$ cat src/rtl/vga_pkg.sv
// Shared constants, opcodes and FSM state type for the VGA rectangle blitter.
// Every geometry value comes from here so the clip and counter logic agree.
package vga_pkg;

  localparam int H_RES  = 640;
  localparam int V_RES  = 480;
  localparam int ADDR_W = 19;
  localparam int DATA_W = 8;

  localparam logic OP_FILL  = 1'b0;
  localparam logic OP_CLEAR = 1'b1;

  typedef enum logic [1:0] {
    IDLE  = 2'd0,
    SETUP = 2'd1,
    RUN   = 2'd2,
    DONE  = 2'd3
  } state_t;

  // y*640 as two shifts so no multiplier is inferred
  function automatic logic [ADDR_W-1:0] row_base(input logic [8:0] y);
    logic [ADDR_W-1:0] y_ext;
    y_ext    = {10'd0, y};
    row_base = (y_ext << 9) + (y_ext << 7);
  endfunction

endpackage

$ cat src/rtl/vga_rect_blitter_if.sv
// Command handshake and framebuffer write port of the blitter.
// The master side is the processor/test driver; the slave side is the blitter.
interface vga_rect_blitter_if;
  import vga_pkg::*;

  logic              cmd_valid;
  logic              cmd_ready;
  logic              cmd_op;
  logic [9:0]        cmd_x;
  logic [8:0]        cmd_y;
  logic [9:0]        cmd_w;
  logic [8:0]        cmd_h;
  logic [DATA_W-1:0] cmd_color;
  logic [ADDR_W-1:0] write_addr;
  logic [DATA_W-1:0] write_data;
  logic              wren_signal;
  logic              busy;
  logic              done;

  modport master (
    output cmd_valid, cmd_op, cmd_x, cmd_y, cmd_w, cmd_h, cmd_color,
    input  cmd_ready, write_addr, write_data, wren_signal, busy, done
  );

  modport slave (
    input  cmd_valid, cmd_op, cmd_x, cmd_y, cmd_w, cmd_h, cmd_color,
    output cmd_ready, write_addr, write_data, wren_signal, busy, done
  );

endinterface

$ cat src/rtl/vga_rect_clip.sv
// Combinational clip of a rectangle command against the visible area.
// Sums are one bit wider than the operands so they cannot wrap before clipping.
module vga_rect_clip
  import vga_pkg::*;
(
  input  logic       op_i,
  input  logic [9:0] x_i,
  input  logic [8:0] y_i,
  input  logic [9:0] w_i,
  input  logic [8:0] h_i,
  output logic [9:0] x0_o,
  output logic [8:0] y0_o,
  output logic [9:0] x_end_o,
  output logic [8:0] y_end_o,
  output logic       empty_o
);

  logic [10:0] x_sum_s;
  logic [9:0]  y_sum_s;

  assign x_sum_s = {1'b0, x_i} + {1'b0, w_i};
  assign y_sum_s = {1'b0, y_i} + {1'b0, h_i};

  // CLEAR overrides the operands with the full screen and is never empty
  always_comb begin
    x0_o    = x_i;
    y0_o    = y_i;
    x_end_o = 10'(H_RES);
    y_end_o = 9'(V_RES);
    empty_o = 1'b0;
    if (op_i == OP_CLEAR) begin
      x0_o    = 10'd0;
      y0_o    = 9'd0;
      x_end_o = 10'(H_RES);
      y_end_o = 9'(V_RES);
      empty_o = 1'b0;
    end else begin
      if (x_sum_s > 11'(H_RES)) begin
        x_end_o = 10'(H_RES);
      end else begin
        x_end_o = x_sum_s[9:0];
      end
      if (y_sum_s > 10'(V_RES)) begin
        y_end_o = 9'(V_RES);
      end else begin
        y_end_o = y_sum_s[8:0];
      end
      empty_o = (x_i >= 10'(H_RES)) || (y_i >= 9'(V_RES)) ||
                (w_i == 10'd0) || (h_i == 9'd0);
    end
  end

endmodule

$ cat src/rtl/vga_rect_blitter.sv
// Fill-rectangle / clear-screen engine writing one colour index per clock
// into the 640x480 linear framebuffer of the VGA controller.
module vga_rect_blitter
  import vga_pkg::*;
(
  input  logic               iVGA_CLK,
  input  logic               iRST_n,
  vga_rect_blitter_if.slave  bus
);

  state_t            state_q, state_d;
  logic              op_q, op_d;
  logic [9:0]        x_q, x_d;
  logic [8:0]        y_q, y_d;
  logic [9:0]        w_q, w_d;
  logic [8:0]        h_q, h_d;
  logic [9:0]        x0_q, x0_d;
  logic [9:0]        xend_q, xend_d;
  logic [8:0]        yend_q, yend_d;
  logic [9:0]        col_q, col_d;
  logic [8:0]        row_q, row_d;
  logic [ADDR_W-1:0] base_q, base_d;
  logic [ADDR_W-1:0] addr_q, addr_d;
  logic [DATA_W-1:0] data_q, data_d;
  logic              wren_q, wren_d;
  logic              busy_q, busy_d;
  logic              done_q, done_d;

  logic              accept_s;
  logic [9:0]        clip_x0_s;
  logic [8:0]        clip_y0_s;
  logic [9:0]        clip_xend_s;
  logic [8:0]        clip_yend_s;
  logic              clip_empty_s;
  logic [ADDR_W-1:0] clip_base_s;

  vga_rect_clip u_clip (
    .op_i    (op_q),
    .x_i     (x_q),
    .y_i     (y_q),
    .w_i     (w_q),
    .h_i     (h_q),
    .x0_o    (clip_x0_s),
    .y0_o    (clip_y0_s),
    .x_end_o (clip_xend_s),
    .y_end_o (clip_yend_s),
    .empty_o (clip_empty_s)
  );

  assign clip_base_s = row_base(clip_y0_s);
  assign accept_s    = bus.cmd_valid && (state_q == IDLE);

  assign bus.cmd_ready   = (state_q == IDLE);
  // busy covers the accept cycle itself, before busy_q can rise
  assign bus.busy        = busy_q | accept_s;
  assign bus.write_addr  = addr_q;
  assign bus.write_data  = data_q;
  assign bus.wren_signal = wren_q;
  assign bus.done        = done_q;

  // State, operand, counter and output registers
  always_ff @(posedge iVGA_CLK or negedge iRST_n) begin
    if (!iRST_n) begin
      state_q <= IDLE;
      op_q    <= OP_FILL;
      x_q     <= 10'd0;
      y_q     <= 9'd0;
      w_q     <= 10'd0;
      h_q     <= 9'd0;
      x0_q    <= 10'd0;
      xend_q  <= 10'd0;
      yend_q  <= 9'd0;
      col_q   <= 10'd0;
      row_q   <= 9'd0;
      base_q  <= '0;
      addr_q  <= '0;
      data_q  <= '0;
      wren_q  <= 1'b0;
      busy_q  <= 1'b0;
      done_q  <= 1'b0;
    end else begin
      state_q <= state_d;
      op_q    <= op_d;
      x_q     <= x_d;
      y_q     <= y_d;
      w_q     <= w_d;
      h_q     <= h_d;
      x0_q    <= x0_d;
      xend_q  <= xend_d;
      yend_q  <= yend_d;
      col_q   <= col_d;
      row_q   <= row_d;
      base_q  <= base_d;
      addr_q  <= addr_d;
      data_q  <= data_d;
      wren_q  <= wren_d;
      busy_q  <= busy_d;
      done_q  <= done_d;
    end
  end

  // Next-state and output decode; col_q/row_q always name the pixel on the bus
  always_comb begin
    state_d = state_q;
    op_d    = op_q;
    x_d     = x_q;
    y_d     = y_q;
    w_d     = w_q;
    h_d     = h_q;
    x0_d    = x0_q;
    xend_d  = xend_q;
    yend_d  = yend_q;
    col_d   = col_q;
    row_d   = row_q;
    base_d  = base_q;
    addr_d  = addr_q;
    data_d  = data_q;
    wren_d  = 1'b0;
    busy_d  = busy_q;
    done_d  = 1'b0;

    case (state_q)
      IDLE: begin
        if (accept_s) begin
          op_d    = bus.cmd_op;
          x_d     = bus.cmd_x;
          y_d     = bus.cmd_y;
          w_d     = bus.cmd_w;
          h_d     = bus.cmd_h;
          data_d  = bus.cmd_color;
          busy_d  = 1'b1;
          state_d = SETUP;
        end else begin
          state_d = IDLE;
        end
      end
      SETUP: begin
        if (clip_empty_s) begin
          busy_d  = 1'b0;
          done_d  = 1'b1;
          state_d = DONE;
        end else begin
          x0_d    = clip_x0_s;
          xend_d  = clip_xend_s;
          yend_d  = clip_yend_s;
          col_d   = clip_x0_s;
          row_d   = clip_y0_s;
          base_d  = clip_base_s;
          addr_d  = clip_base_s + {9'd0, clip_x0_s};
          wren_d  = 1'b1;
          state_d = RUN;
        end
      end
      RUN: begin
        if (col_q == (xend_q - 10'd1)) begin
          if (row_q == (yend_q - 9'd1)) begin
            busy_d  = 1'b0;
            done_d  = 1'b1;
            state_d = DONE;
          end else begin
            col_d  = x0_q;
            row_d  = row_q + 9'd1;
            base_d = base_q + ADDR_W'(H_RES);
            addr_d = base_q + ADDR_W'(H_RES) + {9'd0, x0_q};
            wren_d = 1'b1;
          end
        end else begin
          col_d  = col_q + 10'd1;
          addr_d = addr_q + {{(ADDR_W-1){1'b0}}, 1'b1};
          wren_d = 1'b1;
        end
      end
      DONE: begin
        state_d = IDLE;
      end
      default: begin
        busy_d  = 1'b0;
        state_d = IDLE;
      end
    endcase
  end

endmodule
$ cat src/flat_wrapper.sv
// flat-port wrapper written by rule: the top's interface ports become plain ports
module vga_rect_blitter_flat import vga_pkg::*;
  (iVGA_CLK, iRST_n, bus_cmd_valid, bus_cmd_op, bus_cmd_x, bus_cmd_y, bus_cmd_w, bus_cmd_h, bus_cmd_color, bus_cmd_ready, bus_write_addr, bus_write_data, bus_wren_signal, bus_busy, bus_done);
  vga_rect_blitter_if bus_i ();
  input  logic iVGA_CLK;
  input  logic iRST_n;
  input wire logic [$bits(bus_i.cmd_valid)-1:0] bus_cmd_valid;
  input wire logic [$bits(bus_i.cmd_op)-1:0] bus_cmd_op;
  input wire logic [$bits(bus_i.cmd_x)-1:0] bus_cmd_x;
  input wire logic [$bits(bus_i.cmd_y)-1:0] bus_cmd_y;
  input wire logic [$bits(bus_i.cmd_w)-1:0] bus_cmd_w;
  input wire logic [$bits(bus_i.cmd_h)-1:0] bus_cmd_h;
  input wire logic [$bits(bus_i.cmd_color)-1:0] bus_cmd_color;
  output wire logic [$bits(bus_i.cmd_ready)-1:0] bus_cmd_ready;
  output wire logic [$bits(bus_i.write_addr)-1:0] bus_write_addr;
  output wire logic [$bits(bus_i.write_data)-1:0] bus_write_data;
  output wire logic [$bits(bus_i.wren_signal)-1:0] bus_wren_signal;
  output wire logic [$bits(bus_i.busy)-1:0] bus_busy;
  output wire logic [$bits(bus_i.done)-1:0] bus_done;
  assign bus_i.cmd_valid = bus_cmd_valid;
  assign bus_i.cmd_op = bus_cmd_op;
  assign bus_i.cmd_x = bus_cmd_x;
  assign bus_i.cmd_y = bus_cmd_y;
  assign bus_i.cmd_w = bus_cmd_w;
  assign bus_i.cmd_h = bus_cmd_h;
  assign bus_i.cmd_color = bus_cmd_color;
  assign bus_cmd_ready = bus_i.cmd_ready;
  assign bus_write_addr = bus_i.write_addr;
  assign bus_write_data = bus_i.write_data;
  assign bus_wren_signal = bus_i.wren_signal;
  assign bus_busy = bus_i.busy;
  assign bus_done = bus_i.done;
  vga_rect_blitter u_core (.iVGA_CLK(iVGA_CLK), .iRST_n(iRST_n), .bus(bus_i));
endmodule
$ cat config.mk
export PLATFORM = sky130hd
export DESIGN_NAME = vga_rect_blitter_flat
export DESIGN_NICKNAME = d
export VERILOG_FILES = /design/src/rtl/vga_pkg.sv /design/src/rtl/vga_rect_blitter_if.sv /design/src/rtl/vga_rect_clip.sv /design/src/rtl/vga_rect_blitter.sv /design/src/flat_wrapper.sv
export SDC_FILE = /design/constraint.sdc
export NUM_CORES = 1
export LEC_CHECK = 0
export CELL_PAD_IN_SITES_DETAIL_PLACEMENT = 0
export CELL_PAD_IN_SITES_GLOBAL_PLACEMENT = 1
export CORE_ASPECT_RATIO = 0.5
export CORE_MARGIN = 8
export CORE_UTILIZATION = 35
export CTS_CLUSTER_DIAMETER = 150
export DETAILED_ROUTE_END_ITERATION = 6
export DONT_BUFFER_PORTS = 1
export HOLD_SLACK_MARGIN = 0.08
export PLACE_DENSITY = 0.6
export SYNTH_ARGS = -nofsm -noshare
export SYNTH_HDL_FRONTEND = slang
export SYNTH_SLANG_ARGS = --single-unit
$ cat constraint.sdc
create_clock -name iVGA_CLK -period 3.88 [get_ports iVGA_CLK]
set_clock_uncertainty 0.1 [all_clocks]
set_input_delay 0.97 -clock iVGA_CLK [delete_from_list [all_inputs] [get_ports iVGA_CLK]]
set_output_delay 0.97 -clock iVGA_CLK [all_outputs]
set_load 0.01 [all_outputs]
==> impl_results.md, run 1 <==
* Post-synth EDFFs at 0
* Dpl cells at 1384
* Yosys reg bits at 131
* DRC at 0
* Port buffer count at 0
* Synth area leaders: dfrtp_1 (35%), mux2_2 (6.2%), xnor2_1 (5.3%), ha_1 (5.2%), nand2_1 (4.8%)
* Syn nets at ~1200
* Via count at between 7000 and 8000
* Sum Neg Setup Slack at 0 ns
* Placement Cell Area at between 0.009 and 0.01 mm^2
* Power density cells at 1070 mW/mm^2
* Seq pwr share at 0.275
* Max Slew Vio Count at 0
* Seq/Total Area, Yosys at 0.349
* Sw Ratio at 0.488
* Antenna-violating nets left at 0
* NetSw at approximately 5.4 mW
* RSZ-0062 raised after global routing: no
* Final total power at 11.1 mW
* Ys flop type: dfrtp_1
* Share of cells above drive strength 1 at 0.132
* Area leader, netlist: dfrtp_1
* Area of the multi-input gates at approximately 0.0057 mm^2
* FMAX at 0.284 GHz
* Outcome: completed
* Number of global-route vias before repair at 7874
* Syn Area/Cell at roughly 8.8 um^2
* Starting Density at 0.356
* Fillers at between 2000 and 3000
* Worst slew margin at 0.459
* Final setup violation count at 0
* Final Hold Vio Count at 0
* Post-Route WL at between 20000 and 30000 um
* Yosys cell types at 80
* Routability congestion estimate at around 0.83
* Initial antenna violation count at 2
* Combinational power share at 0.575
* Max FO, Critical Path at 16
* Largest net degree at the start of global routing at ~130
* Synthesized instance count at 1061
* Grt total ovfl at 0
* Clk buf depth at 2
* Gr usage total at 0.184
* Routed len/inst at between 20 and 25 um
* Slew @ Worst Pin at between 0.8 and 0.9 ns
* Setup Fix Bufs, Post-CTS at 0
* VDD IR max at 0.000476 V
* Die area at between 0.03 and 0.04 mm^2
* # diodes at 0
* Most frequent cells in the layout: dfrtp_1 (131), nand2_1 (118), nor2_1 (71)
* Layout Cells excl Fill at 1416
* Cell area after synthesis at around 0.0094 mm^2
* YS warnings at 0
* First-pass GRT wire length at ~47000 um
* DP Wirelength at 22100 um
* Area grow syn2layout at 10.6%
* Setup crit end kind: register
* Commonest non-fill, non-tap cell in the layout: dfrtp_1
* CTS root buf: clkbuf_16
* CTS tree: done
* Clk pin slew, worst setup/hold paths at 0.06 ns
* Critical path arrival at approximately 3.8 ns
* FF/Latch Area at about 0.0033 mm^2
* Core footprint at around 0.026 mm^2
* Synth top area share at 0.349
* FF-to-FF setup slack at about 0.36 ns
* Worst setup path category: register to register
* CTS buffer count at 17
* Layout Nets at between 1000 and 1500
* CTS Sinks at 131
* Internal at 5.67 mW
* Post-cts sizing count at 0
* Leakage at 4.31 nW
* Latest clock arrival within the worst-skew pair at roughly 0.44 ns
* Drt via density at around 5.6
* CTS hold repair buffers at 0
* Fraction of the cycle the final worst path needs at 0.908
* Hold WC Path Type: primary input to async pin
* Cell Rows at 42
* Starting DRT DRC Count at about 560
* Clk pwr share at 0.150
* H-tree depth at 4
* Worst path required time at 4.12 ns
* Die width at 248 um
* Final Cell Area at 0.0104 mm^2
* Async S/R FF share, synth at 1.00
* Worst setup SP type: register
* Ports at between 80 and 90
* Die height at between 100 and 150 um
* Cells on worst reg2reg path at 12
* Pre-Repair DR Iteration Count at 5
* Max-Cap Viols at 0
* Min Clock Period, post-route at approximately 3.5 ns
## layout make-up
class / instances / area share
clock inverter: 14 / 0.0146
multi-input combinational: 835 / 0.549
sequential: 131 / 0.316
timing repair buffer: 31 / 0.0236
clock buffer: 18 / 0.0423
inverter: 35 / 0.0127
tap: 352 / 0.0424
## power by group through the flow
stage               registers (mW)  clock network (mW)  logic, mW
finish                        3.05                1.66       6.37
detailed placement            3.06                   0       6.37
CTS                           3.03                1.70       6.40
floorplan                     2.55                   0       4.99
global placement              3.04                   0       6.29
global route                  3.15                1.76       7.12
## worst paths after layout
kind,startpoint,end
worst min register to register,u_core.x0_q[3],u_core.x0_q[3]
max in group asynchronous,iRST_n,u_core.base_q[18]
min in group iVGA_CLK,u_core.x0_q[3],u_core.x0_q[3]
worst max register to register,u_core.xend_q[0],u_core.base_q[12]
worst max-delay path,u_core.xend_q[0],u_core.base_q[12]
worst min-delay path,iRST_n,u_core.w_q[2]
## layer usage
metal	wire length (um)	GRT usage	vias up
met5	27	0	-
met4	371	0.0439	4
met3	1820	0.0467	34
met2	12400	0.265	215
met1	15000	0.268	3881
li1	-	-	3853
## cell families (layout without fill, tap and decap cells)
| kind of cell | count (synthesis) | count (layout) | share of synthesized area |
|---|---|---|---|
| compound gates | 276 | 276 | 0.199 |
| other cells | 1 | 1 | 0.000399 |
| flops | 131 | 131 | 0.349 |
| xor+xnor | 83 | 83 | 0.0789 |
| mux | 64 | 64 | 0.0752 |
| buf+inv | 95 | 98 | 0.0448 |
| simple gates | 366 | 366 | 0.192 |
| fa+ha+maj | 45 | 45 | 0.0605 |
## state kept, by name (all words and copies together), names as in the netlist, 2 cells and up
signal / cells
u_core.xend_q: 10
u_core.x_q: 10
u_core.row_q: 9
u_core.h_q: 9
u_core.col_q: 10
u_core.y_q: 9
u_core.bus.write_data: 8
u_core.base_q: 12
u_core.w_q: 10
u_core.yend_q: 9
u_core.state_q: 2
u_core.x0_q: 10
u_core.bus.write_addr: 19
## synth_stat cells, types with 7 or more instances
library cell,n
a211oi_1,9
a21o_1,15
a21oi_1,53
a22oi_1,11
a31oi_1,15
and2_1,10
and3_1,15
clkbuf_1,40
dfrtp_1,131
ha_1,39
inv_1,34
mux2_2,52
mux2i_1,12
nand2_1,119
nand2b_1,7
nand3_1,37
nand4_1,11
nor2_1,71
nor2b_1,12
nor3_1,28
nor4_1,12
o21a_1,11
o21ai_0,57
o21ai_1,15
or3_1,8
xnor2_1,57
xor2_1,25
## critical path: stages (launching register included)
cell and delay, ns:
dfrtp_1 0.44, inv_1 0.09, ha_1 0.18, or3b_2 0.50, or3_1 0.36, a21o_1 0.18, a22o_1 0.26, buf_4 0.19
a211oi_2 0.26, buf_4 0.26, a21oi_1 0.09, a31o_2 0.22, a221oi_1 0.28
## stage by stage
stage,utilization,hold WS [ns],setup WS (ns)
2_1_floorplan,-,0.361,0.230
3_3_place_gp,0.371,0.382,0.455
3_5_place_dp,0.371,0.389,0.371
4_1_cts,0.394,0.0971,0.362
5_1_grt,0.394,0.0944,0.136
6_report,0.394,0.127,0.358
Note: power is estimated with default switching activity, not from simulation.
==> run 2: changes to the inputs <==
Settings changed: ABC_AREA set to 1, PLACE_DENSITY 0.6 to 0.63.
==> impl_results.md, run 2 <==
* VDD IR max at between 0.0002 and 0.0003 V
* Most frequent cells in the layout: nand2_1 (454), inv_1 (137), dfrtp_1 (131)
* Final Hold Vio Count at 0
* Worst setup path category: register to register
* Largest net degree at the start of global routing at roughly 130
* Initial antenna violation count at 1
* Synth top area share at 0.342
* Cell Rows at between 40 and 50
* FF/Latch Area at approximately 0.0033 mm^2
* M1 WL at 15300 um
* Starting Density at 0.359
* Worst slew margin at 0.445
* Setup Fix Bufs, Post-CTS at 0
* Hold WC Path Type: primary input to async pin
* Grt total ovfl at 0
* Largest register FFs at 19
* Slew @ Worst Pin at slightly above 0.8 ns
* DR WL met3 at between 1500 and 2000 um
* Core footprint at about 0.027 mm^2
* Seq pwr share at 0.429
* CTS tree: done
* Fillers at 2905
* Post-synth EDFFs at 0
* Drt via density at about 5.0
* Die height at about 130 um
* Fraction of the cycle the final worst path needs at 0.783
* Syn nets at about 1500
* Critical path arrival at approximately 3.3 ns
* Power density cells at 302 mW/mm^2
* RSZ-0062 raised after global routing: no
* Routed len/inst at 17.0 um
* Pre-Repair DR Iteration Count at 5
* Routability congestion estimate at approximately 0.9
* YS warnings at 0
* Number of global-route vias before repair at around 8500
* Share of cells above drive strength 1 at 0.0758
* Via count at 8752
* Yosys reg bits at 131
* First-pass GRT wire length at 47400 um
* Area grow syn2layout at 9.99%
* DRC at 0
* Post-Route WL at between 20000 and 30000 um
* Top routing layer in use: met5
* Outcome: completed
* Clk pin slew, worst setup/hold paths at approximately 0.07 ns
* FF-to-FF setup slack at 0.84 ns
* Leakage at 5.42 nW
* Fin Hold WS at 0.123 ns
* Area leader, netlist: dfrtp_1
* Worst setup SP type: register
* DP Wirelength at 22800 um
* Max Slew Vio Count at 0
* Final setup violation count at 0
* Setup crit end kind: register
* NetSw at between 600 and 700 uW
* Util after Layout at 0.395
* FMAX at 0.329 GHz
* Ys flop type: dfrtp_1
* Starting DRT DRC Count at 606
* Commonest non-fill, non-tap cell in the layout: nand2_1
* Yosys cell types at 46
* Die area at about 0.033 mm^2
* Layout Nets at 1463
* Cells on worst reg2reg path at 20
* Min Clock Period, post-route at just over 3 ns
* Most frequent cells after synthesis: nand2_1 (455), inv_1 (137), dfrtp_1 (131)
* Area of the multi-input gates at roughly 0.0056 mm^2
* Synthesized instance count at roughly 1400
* Max-Cap Viols at 0
* Met2 wire length at ~12000 um
* Clk pwr share at 0.571
* Async S/R FF share, synth at 1.00
* Syn Area/Cell at around 7 um^2
* Synth area leaders: dfrtp_1 (34%), nand2_1 (18%), nand3_1 (6.5%), inv_1 (5.4%), ha_1 (5.1%)
* CTS Sinks at 131
* Antenna-violating nets left at 0
* CTS buffer count at 17
* H-tree depth at 4
* Post-cts sizing count at 0
* Max FO, Critical Path at 36
* Clk buf depth at 2
* Sw Ratio at 0.212
* Seq/Total Area, Yosys at 0.342
* CTS hold repair buffers at 0
* Internal at around 2.5 mW
* Count leader, synth: nand2_1
* Ports at between 80 and 90
* Latest clock arrival within the worst-skew pair at 0.44 ns
* Sum Neg Setup Slack at 0 ns
* CTS root buf: clkbuf_16
* Gr usage total at 0.180
* Port buffer count at 0
* Cell area after synthesis at between 0.009 and 0.01 mm^2
* Die width at between 200 and 300 um
* Worst path required time at roughly 4 ns
* Combinational power share at 0
* # diodes at 0
run 2: cell type report:
class / count / area share
Sequential cell: 131 / 0.311
Multi-Input combinational cell: 1072 / 0.529
Clock buffer: 17 / 0.0403
Clock inverter: 15 / 0.0216
Timing Repair Buffer: 9 / 0.00640
Tap cell: 352 / 0.0418
Inverter: 141 / 0.0504
run 2: logic make-up after synthesis:
kind of cell    Yosys count  synth area share
fa+ha+maj                41            0.0551
compound gates          168            0.0963
other cells               1          0.000391
mux                      33            0.0387
xor+xnor                 57            0.0521
buf+inv                 180            0.0771
flops                   131             0.342
simple gates            772             0.339
run 2: routing by layer:
layer  vias up  track usage
met5         -            0
met4         2       0.0525
met3        23       0.0469
met2       182        0.257
met1      4077        0.260
li1       4468            -
run 2: per-stage QoR:
step           setup slack [ns]  cells  power [mW]  cell area [um^2]
6_report                  0.842   1737        3.19             10500
5_1_grt                   0.349   1737        3.28             10500
4_1_cts                   0.846   1737        3.24             10500
3_5_place_dp              0.882   1705        1.39              9900
3_3_place_gp              0.899   1705        1.39              9900
2_1_floorplan             0.950   1383        1.39              9590
run 2: critical path, cell delays in order (launching register included):
cell     delay (ns)
dfrtp_1        0.49
inv_4          0.32
nand2_1        0.15
inv_1          0.10
ha_1           0.25
ha_1           0.33
inv_1          0.06
o21ai_0        0.15
inv_1          0.05
nand2_1        0.08
nand2_1        0.07
nor2_1         0.09
nand2_1        0.09
nor2_1         0.15
nand3_1        0.11
nand2_1        0.07
nand2_1        0.05
inv_1          0.05
nand2_1        0.04
nand2_1        0.05
nand2_1        0.05
run 2: worst paths after layout:
kind,startpoint,end
worst max-delay path,u_core.op_q,u_core.bus.write_addr[16]
max in group asynchronous,iRST_n,u_core.bus.write_addr[18]
worst min-delay path,iRST_n,u_core.x_q[1]
worst max register to register,u_core.op_q,u_core.bus.write_addr[16]
min in group iVGA_CLK,u_core.base_q[18],u_core.base_q[18]
worst min register to register,u_core.base_q[18],u_core.base_q[18]
run 2: power groups by stage:
stage	registers [mW]	logic, mW	clock network, mW
2_1_floorplan	1.39	0.000930	0
6_report	1.37	0.00105	1.82
5_1_grt	1.37	0.00130	1.92
4_1_cts	1.37	0.00103	1.87
3_3_place_gp	1.39	0.00103	0
3_5_place_dp	1.39	0.00103	0
